**config.mk**
```make
export PLATFORM = sky130hd
export DESIGN_NAME = div_seq_ctrl
export DESIGN_NICKNAME = d
export VERILOG_FILES = /design/src/rtl/div_seq_ctrl.sv
export SDC_FILE = /design/constraint.sdc
export NUM_CORES = 1
export LEC_CHECK = 0
export BUFFER_PORTS_ARGS = -buffer_cell sky130_fd_sc_hd__buf_4
export CAP_MARGIN = 20
export CORE_MARGIN = 1.5
export CORE_UTILIZATION = 59
export DETAILED_ROUTE_END_ITERATION = 8
export PLACE_DENSITY_LB_ADDON = 0.1
export SLEW_MARGIN = 20
export SYNTH_ARGS = -nofsm -noshare
export SYNTH_HDL_FRONTEND = slang
export SYNTH_SLANG_ARGS = --single-unit
export TNS_END_PERCENT = 1
```
**constraint.sdc**
```tcl
create_clock -name clk -period 3.03 [get_ports clk]
set_input_delay 0.1515 -clock clk [delete_from_list [all_inputs] [get_ports clk]]
set_output_delay 0.1515 -clock clk [all_outputs]
set_load 0.05 [all_outputs]
```
**src/rtl/div_seq_ctrl.sv**
```systemverilog
// Iterative restoring DIV/DIVU sequencer: one quotient bit per cycle, result at T+34 (T+2 on divide-by-zero).
// Holds EX via stallreq_o until the result is ready; the result is held in END while start_i stays high.
module div_seq_ctrl #(
  parameter int DATA_W = 32,
  parameter int CNT_W  = 6
) (
  input  logic                  clk,
  input  logic                  rst,
  input  logic                  start_i,
  input  logic                  annul_i,
  input  logic                  signed_div_i,
  input  logic [DATA_W-1:0]     opdata1_i,
  input  logic [DATA_W-1:0]     opdata2_i,
  output logic [2*DATA_W-1:0]   result_o,
  output logic                  ready_o,
  output logic                  stallreq_o
);

  typedef enum logic [1:0] {S_FREE, S_BYZERO, S_ON, S_END} state_e;

  state_e              state_q;
  logic [CNT_W-1:0]    cnt_q;
  logic [2*DATA_W:0]   work_q;
  logic [DATA_W-1:0]   divisor_q;
  logic                signed_q;
  logic                neg1_q;
  logic                neg2_q;
  logic [2*DATA_W-1:0] result_q;
  logic                ready_q;

  logic [DATA_W-1:0]   mag1_d;
  logic [DATA_W-1:0]   mag2_d;
  logic [DATA_W+1:0]   trial_d;
  logic [2*DATA_W:0]   work_d;
  logic [DATA_W-1:0]   quo_d;
  logic [DATA_W-1:0]   rem_d;

  always_comb begin
    mag1_d  = (signed_div_i && opdata1_i[DATA_W-1]) ? -opdata1_i : opdata1_i;
    mag2_d  = (signed_div_i && opdata2_i[DATA_W-1]) ? -opdata2_i : opdata2_i;
    // Upper DATA_W+1 bits of the left-shifted register, with a spare top bit acting as the sign of the trial
    trial_d = work_q[2*DATA_W:DATA_W-1] - {2'b00, divisor_q};
    if (trial_d[DATA_W+1]) begin
      work_d = {work_q[2*DATA_W-1:0], 1'b0};
    end else begin
      work_d = {trial_d[DATA_W:0], work_q[DATA_W-2:0], 1'b1};
    end
    quo_d = (signed_q && (neg1_q ^ neg2_q)) ? -work_q[DATA_W-1:0] : work_q[DATA_W-1:0];
    rem_d = (signed_q && neg1_q) ? -work_q[2*DATA_W-1:DATA_W] : work_q[2*DATA_W-1:DATA_W];
  end

  always_ff @(posedge clk) begin
    if (rst) begin
      state_q   <= S_FREE;
      cnt_q     <= '0;
      work_q    <= '0;
      divisor_q <= '0;
      signed_q  <= 1'b0;
      neg1_q    <= 1'b0;
      neg2_q    <= 1'b0;
      result_q  <= '0;
      ready_q   <= 1'b0;
    end else begin
      case (state_q)
        S_FREE: begin
          ready_q  <= 1'b0;
          result_q <= '0;
          if (start_i && !annul_i) begin
            signed_q  <= signed_div_i;
            neg1_q    <= opdata1_i[DATA_W-1];
            neg2_q    <= opdata2_i[DATA_W-1];
            work_q    <= {{(DATA_W+1){1'b0}}, mag1_d};
            divisor_q <= mag2_d;
            cnt_q     <= '0;
            state_q   <= (opdata2_i == '0) ? S_BYZERO : S_ON;
          end
        end
        S_BYZERO: begin
          result_q <= '0;
          ready_q  <= 1'b1;
          state_q  <= S_END;
        end
        S_ON: begin
          if (annul_i) begin
            ready_q <= 1'b0;
            state_q <= S_FREE;
          end else if (cnt_q == CNT_W'(DATA_W)) begin
            result_q <= {rem_d, quo_d};
            ready_q  <= 1'b1;
            state_q  <= S_END;
          end else begin
            work_q <= work_d;
            cnt_q  <= cnt_q + CNT_W'(1);
          end
        end
        S_END: begin
          if (!start_i || annul_i) begin
            ready_q  <= 1'b0;
            result_q <= '0;
            state_q  <= S_FREE;
          end
        end
        default: state_q <= S_FREE;
      endcase
    end
  end

  assign result_o   = result_q;
  assign ready_o    = ready_q;
  assign stallreq_o = ((state_q == S_FREE) && start_i && !annul_i) ||
                      (state_q == S_ON) || (state_q == S_BYZERO);

endmodule

```
======== Word level (Yosys, flattened, before mapping) ========
Cells that the tools add are included.
word-level totals
  bits in registers ....................... 173
  bits of input ports ..................... 69
  output and inout port bits .............. 66
  word-level logic and storage cells ...... 74
cells by class
  $add $sub $neg .......................... 6
  eq/ne operators ......................... 10
  mux-type cells .......................... 27
  bitwise operators ....................... 1
  reductions and logical operators ........ 21
operator list
  cell                   number
  $mux W65               4
  $mux W64               3
  $pmux W64 S3           1
  $pmux W65 S2           1
  $mux W32               4
  $neg A32 Y32           4
  $sub A34 B32 Y34       1
  $logic_not A32 Y1      1
  $mux W6                3
  $pmux W6 S2            1
  $mux W2                5
  $ne A2 B2 Y1 const B   5
  $pmux W2 S4            1
  $logic_and A1 B1 Y1    7
  $add A6 B1 Y6 const B  1
  $eq A6 B6 Y1 const B   1
  $reduce_and A3 Y1      2
  $eq A2 B2 Y1 const B   2
  $pmux W1 S4            1
  $reduce_and A2 Y1      2
  $reduce_and A4 Y1      1
  $logic_or A1 B1 Y1     3
  $mux W1                3
  $ne A3 B3 Y1 const B   1
  6 further kinds        7

======== Longest topological paths before layout ========
  word-level depth ........................ 6
  depth in mapped cells ................... 13
  depth with buffers taken out ............ 13

======== Least setup slack after synthesis ========
Ideal clock, no wire load.
  kind .................................... register to register
  start point ............................. register work_q[54]
  end point ............................... register work_q[60]
  arrival time ............................ 2604 ps
  required time ........................... 2902 ps
  slack ................................... 298 ps
  cell stages (with the launch flop) ...... 13
  buffers on the path ..................... 3
  path through ............................ dfxtp_1 ha_1 buf_2 and3_1 nand2_1 or3_1 or3_1 o211ai_1 o211ai_2 buf_6 buf_2 a32oi_1 o31ai_1
on the way
  cells in the longest elaborated chain, start to end .. 5
RTL lines
  element                   RTL line  source
  start: declaration        23        logic [2*DATA_W:0] work_q;
  start signal: assignment  72        work_q <= {{(DATA_W+1){1'b0}}, mag1_d};
  start signal: assignment  92        work_q <= work_d;
  $sub A34 B32 Y34          42        trial_d = work_q[2*DATA_W:DATA_W-1] - {2'b00, divisor_q};
  $mux W65                  43        if (trial_d[DATA_W+1]) begin
  $mux W65                  87        end else if (cnt_q == CNT_W'(DATA_W)) begin
  $mux W65                  84        if (annul_i) begin
  $pmux W65 S2              64        case (state_q)
No other way between the ends. The select of a mux whose other input is x is not followed.
A chain may end at the register's enable or synchronous reset.

======== Final worst setup path ========
  start point ............................. register divisor_q[22]
  end point ............................... register work_q[48]
on the way
  cells in the longest elaborated chain, start to end .. 5
RTL lines
  element                   RTL line  source
  start: declaration        24        logic [DATA_W-1:0] divisor_q;
  start signal: assignment  73        divisor_q <= mag2_d;
  $sub A34 B32 Y34          42
  $mux W65                  43
  $mux W65                  87
  $mux W65                  84
  $pmux W65 S2              64
No other way between the ends. The select of a mux whose other input is x is not followed.

==> run summary <==
SYNTH
----------------------------------------------------------------------------------------
Post-synth EDFFs                                                                       0
Mean cell area of the mapped netlist                                         7.435 sq um
Gate count of the mapped netlist                                                    1475
Fraction of the yosys area taken by sequential cells                              31.58%
Netlist area before placement                                                10970 sq um
Top-area cell type share of the netlist area                                      31.58%
Yosys cell types                                                                      68
Main flop type after synthesis                                              sky130_fd_sc_hd__dfxtp_1
Share of cell area taken by muxes after synthesis                                0.8214%
Most instantiated cells after synthesis                                     sky130_fd_sc_hd__nand2_1, sky130_fd_sc_hd__dfxtp_1, sky130_fd_sc_hd__nor2_1
Cell type with the highest aggregate area in the netlist                    sky130_fd_sc_hd__dfxtp_1
Post-synthesis share of cell area spent on xor and xnor gates                     11.82%
Leading post-synthesis cells by cell area                                   sky130_fd_sc_hd__dfxtp_1, sky130_fd_sc_hd__nand2_1, sky130_fd_sc_hd__a21oi_1, sky130_fd_sc_hd__xnor2_1, sky130_fd_sc_hd__o21ai_0
Area fraction in and, or, nand and nor cells after synthesis                      20.63%
Mapped Nets                                                                         1587
Syn. warnings                                                                          0
Proportion of synthesized flip-flops having asynchronous set or reset                 0%
Main combinational cell family by area after synthesis                      compound AO/OA/AOI/OAI gates
Most frequent cell after synthesis                                          sky130_fd_sc_hd__nand2_1
Fraction of the mapped netlist area in adder cells                                4.974%
Compound-Gate Fraction of Synth Area                                              24.93%
Seq cells post-synth                                                                 173

CELLS AND AREA
----------------------------------------------------------------------------------------
Net count, final                                                                    1708
Ratio of cells with drive above 1 in the final layout                             15.35%
Antenna diode instance count                                                           0
Final std cells w/o fill                                                            1838
Signed area change from the synthesized netlist to the final layout               19.83%
Post-route cell area                                                         13140 sq um

DETAILED ROUTING
----------------------------------------------------------------------------------------
Post-detailed-routing wire length                                               29360 um
Post-DRT Antenna Nets                                                                  0
Post-detailed-route DRC marker count                                                   9
Via count of the routed design                                                     10710
Via-to-Cell Ratio                                                                  5.829
Detailed Routing Iterations Pass 1                                                     8
Wire length per cell after detailed routing                                     15.98 um
Initial DRC count                                                                    960

GLOBAL ROUTING
----------------------------------------------------------------------------------------
Gr ovfl total                                                                          0
Initial antenna violation count                                                        0
Maximum number of pins on one net before global-route repair                          64
Via count of the first global-routing pass                                          9270
Global-route wire length before repair                                          46240 um
Total routing resource utilization after global routing                           29.16%

POWER
----------------------------------------------------------------------------------------
Total power divided by cell area                                            635.7 nW/um^2
Maximum VDD drop                                                                615.4 uV
Leakage power of the design                                                     5.422 nW
Final total power                                                             0.008353 W

PLACE
----------------------------------------------------------------------------------------
Placed Instance Area                                                         12340 sq um
Pre-CTS WS                                                                   -0.04743 ns
Global placer's final weighted congestion                                         0.9187
Number of cells in the design after placement                                       1801
Placed wire-length estimate                                                     21800 um
Port Buffer Count                                                                    134

WORST HOLD PATH
----------------------------------------------------------------------------------------
Worst min-delay path startpoint                                             opdata2_i[30]
Type of the tightest min-delay check                                        primary input to flop

STA
----------------------------------------------------------------------------------------
Final critical-path setup slack                                               0.08278 ns
Final setup skew                                                             0.009549 ns
Total of endpoints with negative setup slack in the final report                       0
Portion of the clock cycle consumed by the worst path in the final layout         97.27%
Tightest Pin Transition                                                         1.119 ns
Time the final worst path needs with I/O delays and setup                       2.947 ns
Hold Vio Cnt, Final                                                                    0
Maximum clock frequency                                                        339.3 MHz
Slew HR                                                                           25.41%
Setup TNS                                                                           0 ns
Max-slew violations                                                                    0

WORST SETUP PATH
----------------------------------------------------------------------------------------
Slowest stage cell, crit path                                               sky130_fd_sc_hd__or3_4
Worst reg2reg path depth                                                              11
Capturing point of the worst reg2reg path                                     work_q[48]
Worst setup path startpoint                                                 divisor_q[22]
Critical Path AT                                                                 3.21 ns
Chain of cells forming the critical path                                    inv_1 > ha_4 > and3_4 > nand2_1 > or3_4 > or3_1 > o21a_1 > o211ai_4 > clkbuf_16 > mux2i_1 > o21ai_0
Critical Path RT                                                                 3.29 ns
Slowest stage delay, CP                                                          0.38 ns
Capturing instance or port of the critical path                               work_q[48]
Source of the worst register-to-register timing path                        divisor_q[22]
Worst reg-to-reg setup slack                                                     0.08 ns
Kind of start point of the critical path                                            flop
Worst Path Max Fanout                                                                  7
Critical setup path kind                                                    flop to flop
Endpoint type of the worst setup path                                               flop

DIE
----------------------------------------------------------------------------------------
Overall die width                                                               139.3 um
Row Count                                                                             49
Placeable core region                                                        18090 sq um
Vert. Die Dim                                                                   139.3 um
Ports                                                                                135
Starting Density                                                                  60.64%
Die outline area                                                             19410 sq um

CTS
----------------------------------------------------------------------------------------
Max clock buf depth                                                                    2
H-tree depth                                                                           4
CTS buffer count                                                                      17
CTS tree                                                                             yes
Clk Latency, worst-skew pair                                                     0.43 ns
Clock Sink Count                                                                     173
Root Buffer                                                                 sky130_fd_sc_hd__clkbuf_16
Worst-path clk slew                                                              0.07 ns

RUN STATUS
----------------------------------------------------------------------------------------
Violated checks                                                             design-rule violations
Status                                                                      finished with violations

RUN
----------------------------------------------------------------------------------------
# Max-Cap Violations                                                                   0

-- state kept, by name (all words and copies together), names as in the netlist --
name,flops
work_q,65
result_o,64
divisor_q,32
cnt_q,6
state_q,2
neg1_q,1
neg2_q,1
ready_o,1
signed_q,1
-- area by class of cell --
class	instances	area (sq um)
fillers	1516	4945
clock inverters	8	178.9
repair buffers	188	1478
clock buffers	24	471.7
inverters	62	232.7
multi-input cells	1154	7029
flip-flops and latches	173	3465
well taps	229	286.5
-- metrics by stage --
step                hold slack [ns]  utilization [%]
floorplan                    0.2875                -
global placement             0.4234            68.24
detailed placement           0.4264            68.24
CTS                         0.02036            71.92
global route                0.03612            72.66
finish                      0.02937            72.66
-- layout by cell type (no fill, tap or decap), types with 18 or more instances in the layout --
| cell type | synthesis | final |
|---|---|---|
| sky130_fd_sc_hd__nand2_1 | 212 | 212 |
| sky130_fd_sc_hd__xor2_1 | 67 | 67 |
| sky130_fd_sc_hd__a22oi_1 | 35 | 35 |
| sky130_fd_sc_hd__o31ai_1 | 23 | 23 |
| sky130_fd_sc_hd__xnor2_1 | 81 | 81 |
| sky130_fd_sc_hd__buf_4 | 2 | 182 |
| sky130_fd_sc_hd__dfxtp_1 | 173 | 172 |
| sky130_fd_sc_hd__ha_1 | 42 | 40 |
| sky130_fd_sc_hd__inv_1 | 62 | 62 |
| sky130_fd_sc_hd__a21oi_1 | 153 | 153 |
| sky130_fd_sc_hd__nor2_1 | 159 | 157 |
| sky130_fd_sc_hd__a211oi_1 | 33 | 32 |
| sky130_fd_sc_hd__o21ai_0 | 121 | 118 |
| sky130_fd_sc_hd__a21o_1 | 18 | 18 |
| sky130_fd_sc_hd__nor3_1 | 33 | 30 |
| sky130_fd_sc_hd__clkbuf_16 | 0 | 19 |
-- report_power, final --
part | switching [W] | internal [W]
combinational | 0.00198 | 0.00123
clock | 0.000921 | 0.00152
sequential | 0.000217 | 0.00248
-- layer usage --
metal	share of wire [%]	vias to the layer above	track usage [%]
met5	0	-	0
met2	42	355	42.68
met1	50	4947	44.51
met3	7.2	32	4.129
li1	-	5380	-
met4	1.3	0	7.615
-- worst max-delay path: cells and delay by family (launching register included) --
| kind | cells | cell delay, ns |
|---|---|---|
| and+or+nand+nor | 4 | 0.99 |
| AOI/OAI and AO/OA | 3 | 0.68 |
| DFF | 1 | 0.33 |
| buffers and inverters | 2 | 0.30 |
| adders and majority gates | 1 | 0.29 |
| muxes | 1 | 0.19 |
-- worst min-delay path by stage --
stage                                to  slack (ns)  cells past startpoint
after floorplan            divisor_q[0]        0.29                      2
after global placement           neg1_q        0.42                      3
after detailed placement         neg1_q        0.43                      3
after CTS                 divisor_q[30]        0.02                      3
after global routing      divisor_q[30]        0.04                      3
final                     divisor_q[30]        0.03                      3
-- what timing repair did --
action,in CTS,in global routing
setup endpoints to repair,2,32
hold buffers,1,0
endpoints found under the hold margin,1,0
cloned,0,2
pin swaps,0,6
resized for setup,1,17
setup buffers,0,2
-- logic make-up after synthesis --
| logic type | after synthesis |
|---|---|
| compound gates | 448 |
| fa+ha+maj | 43 |
| xor+xnor | 148 |
| simple gates | 506 |
| flops | 173 |
| mux | 9 |
| buf+inv | 148 |
Power figures use the tool's default switching activity.
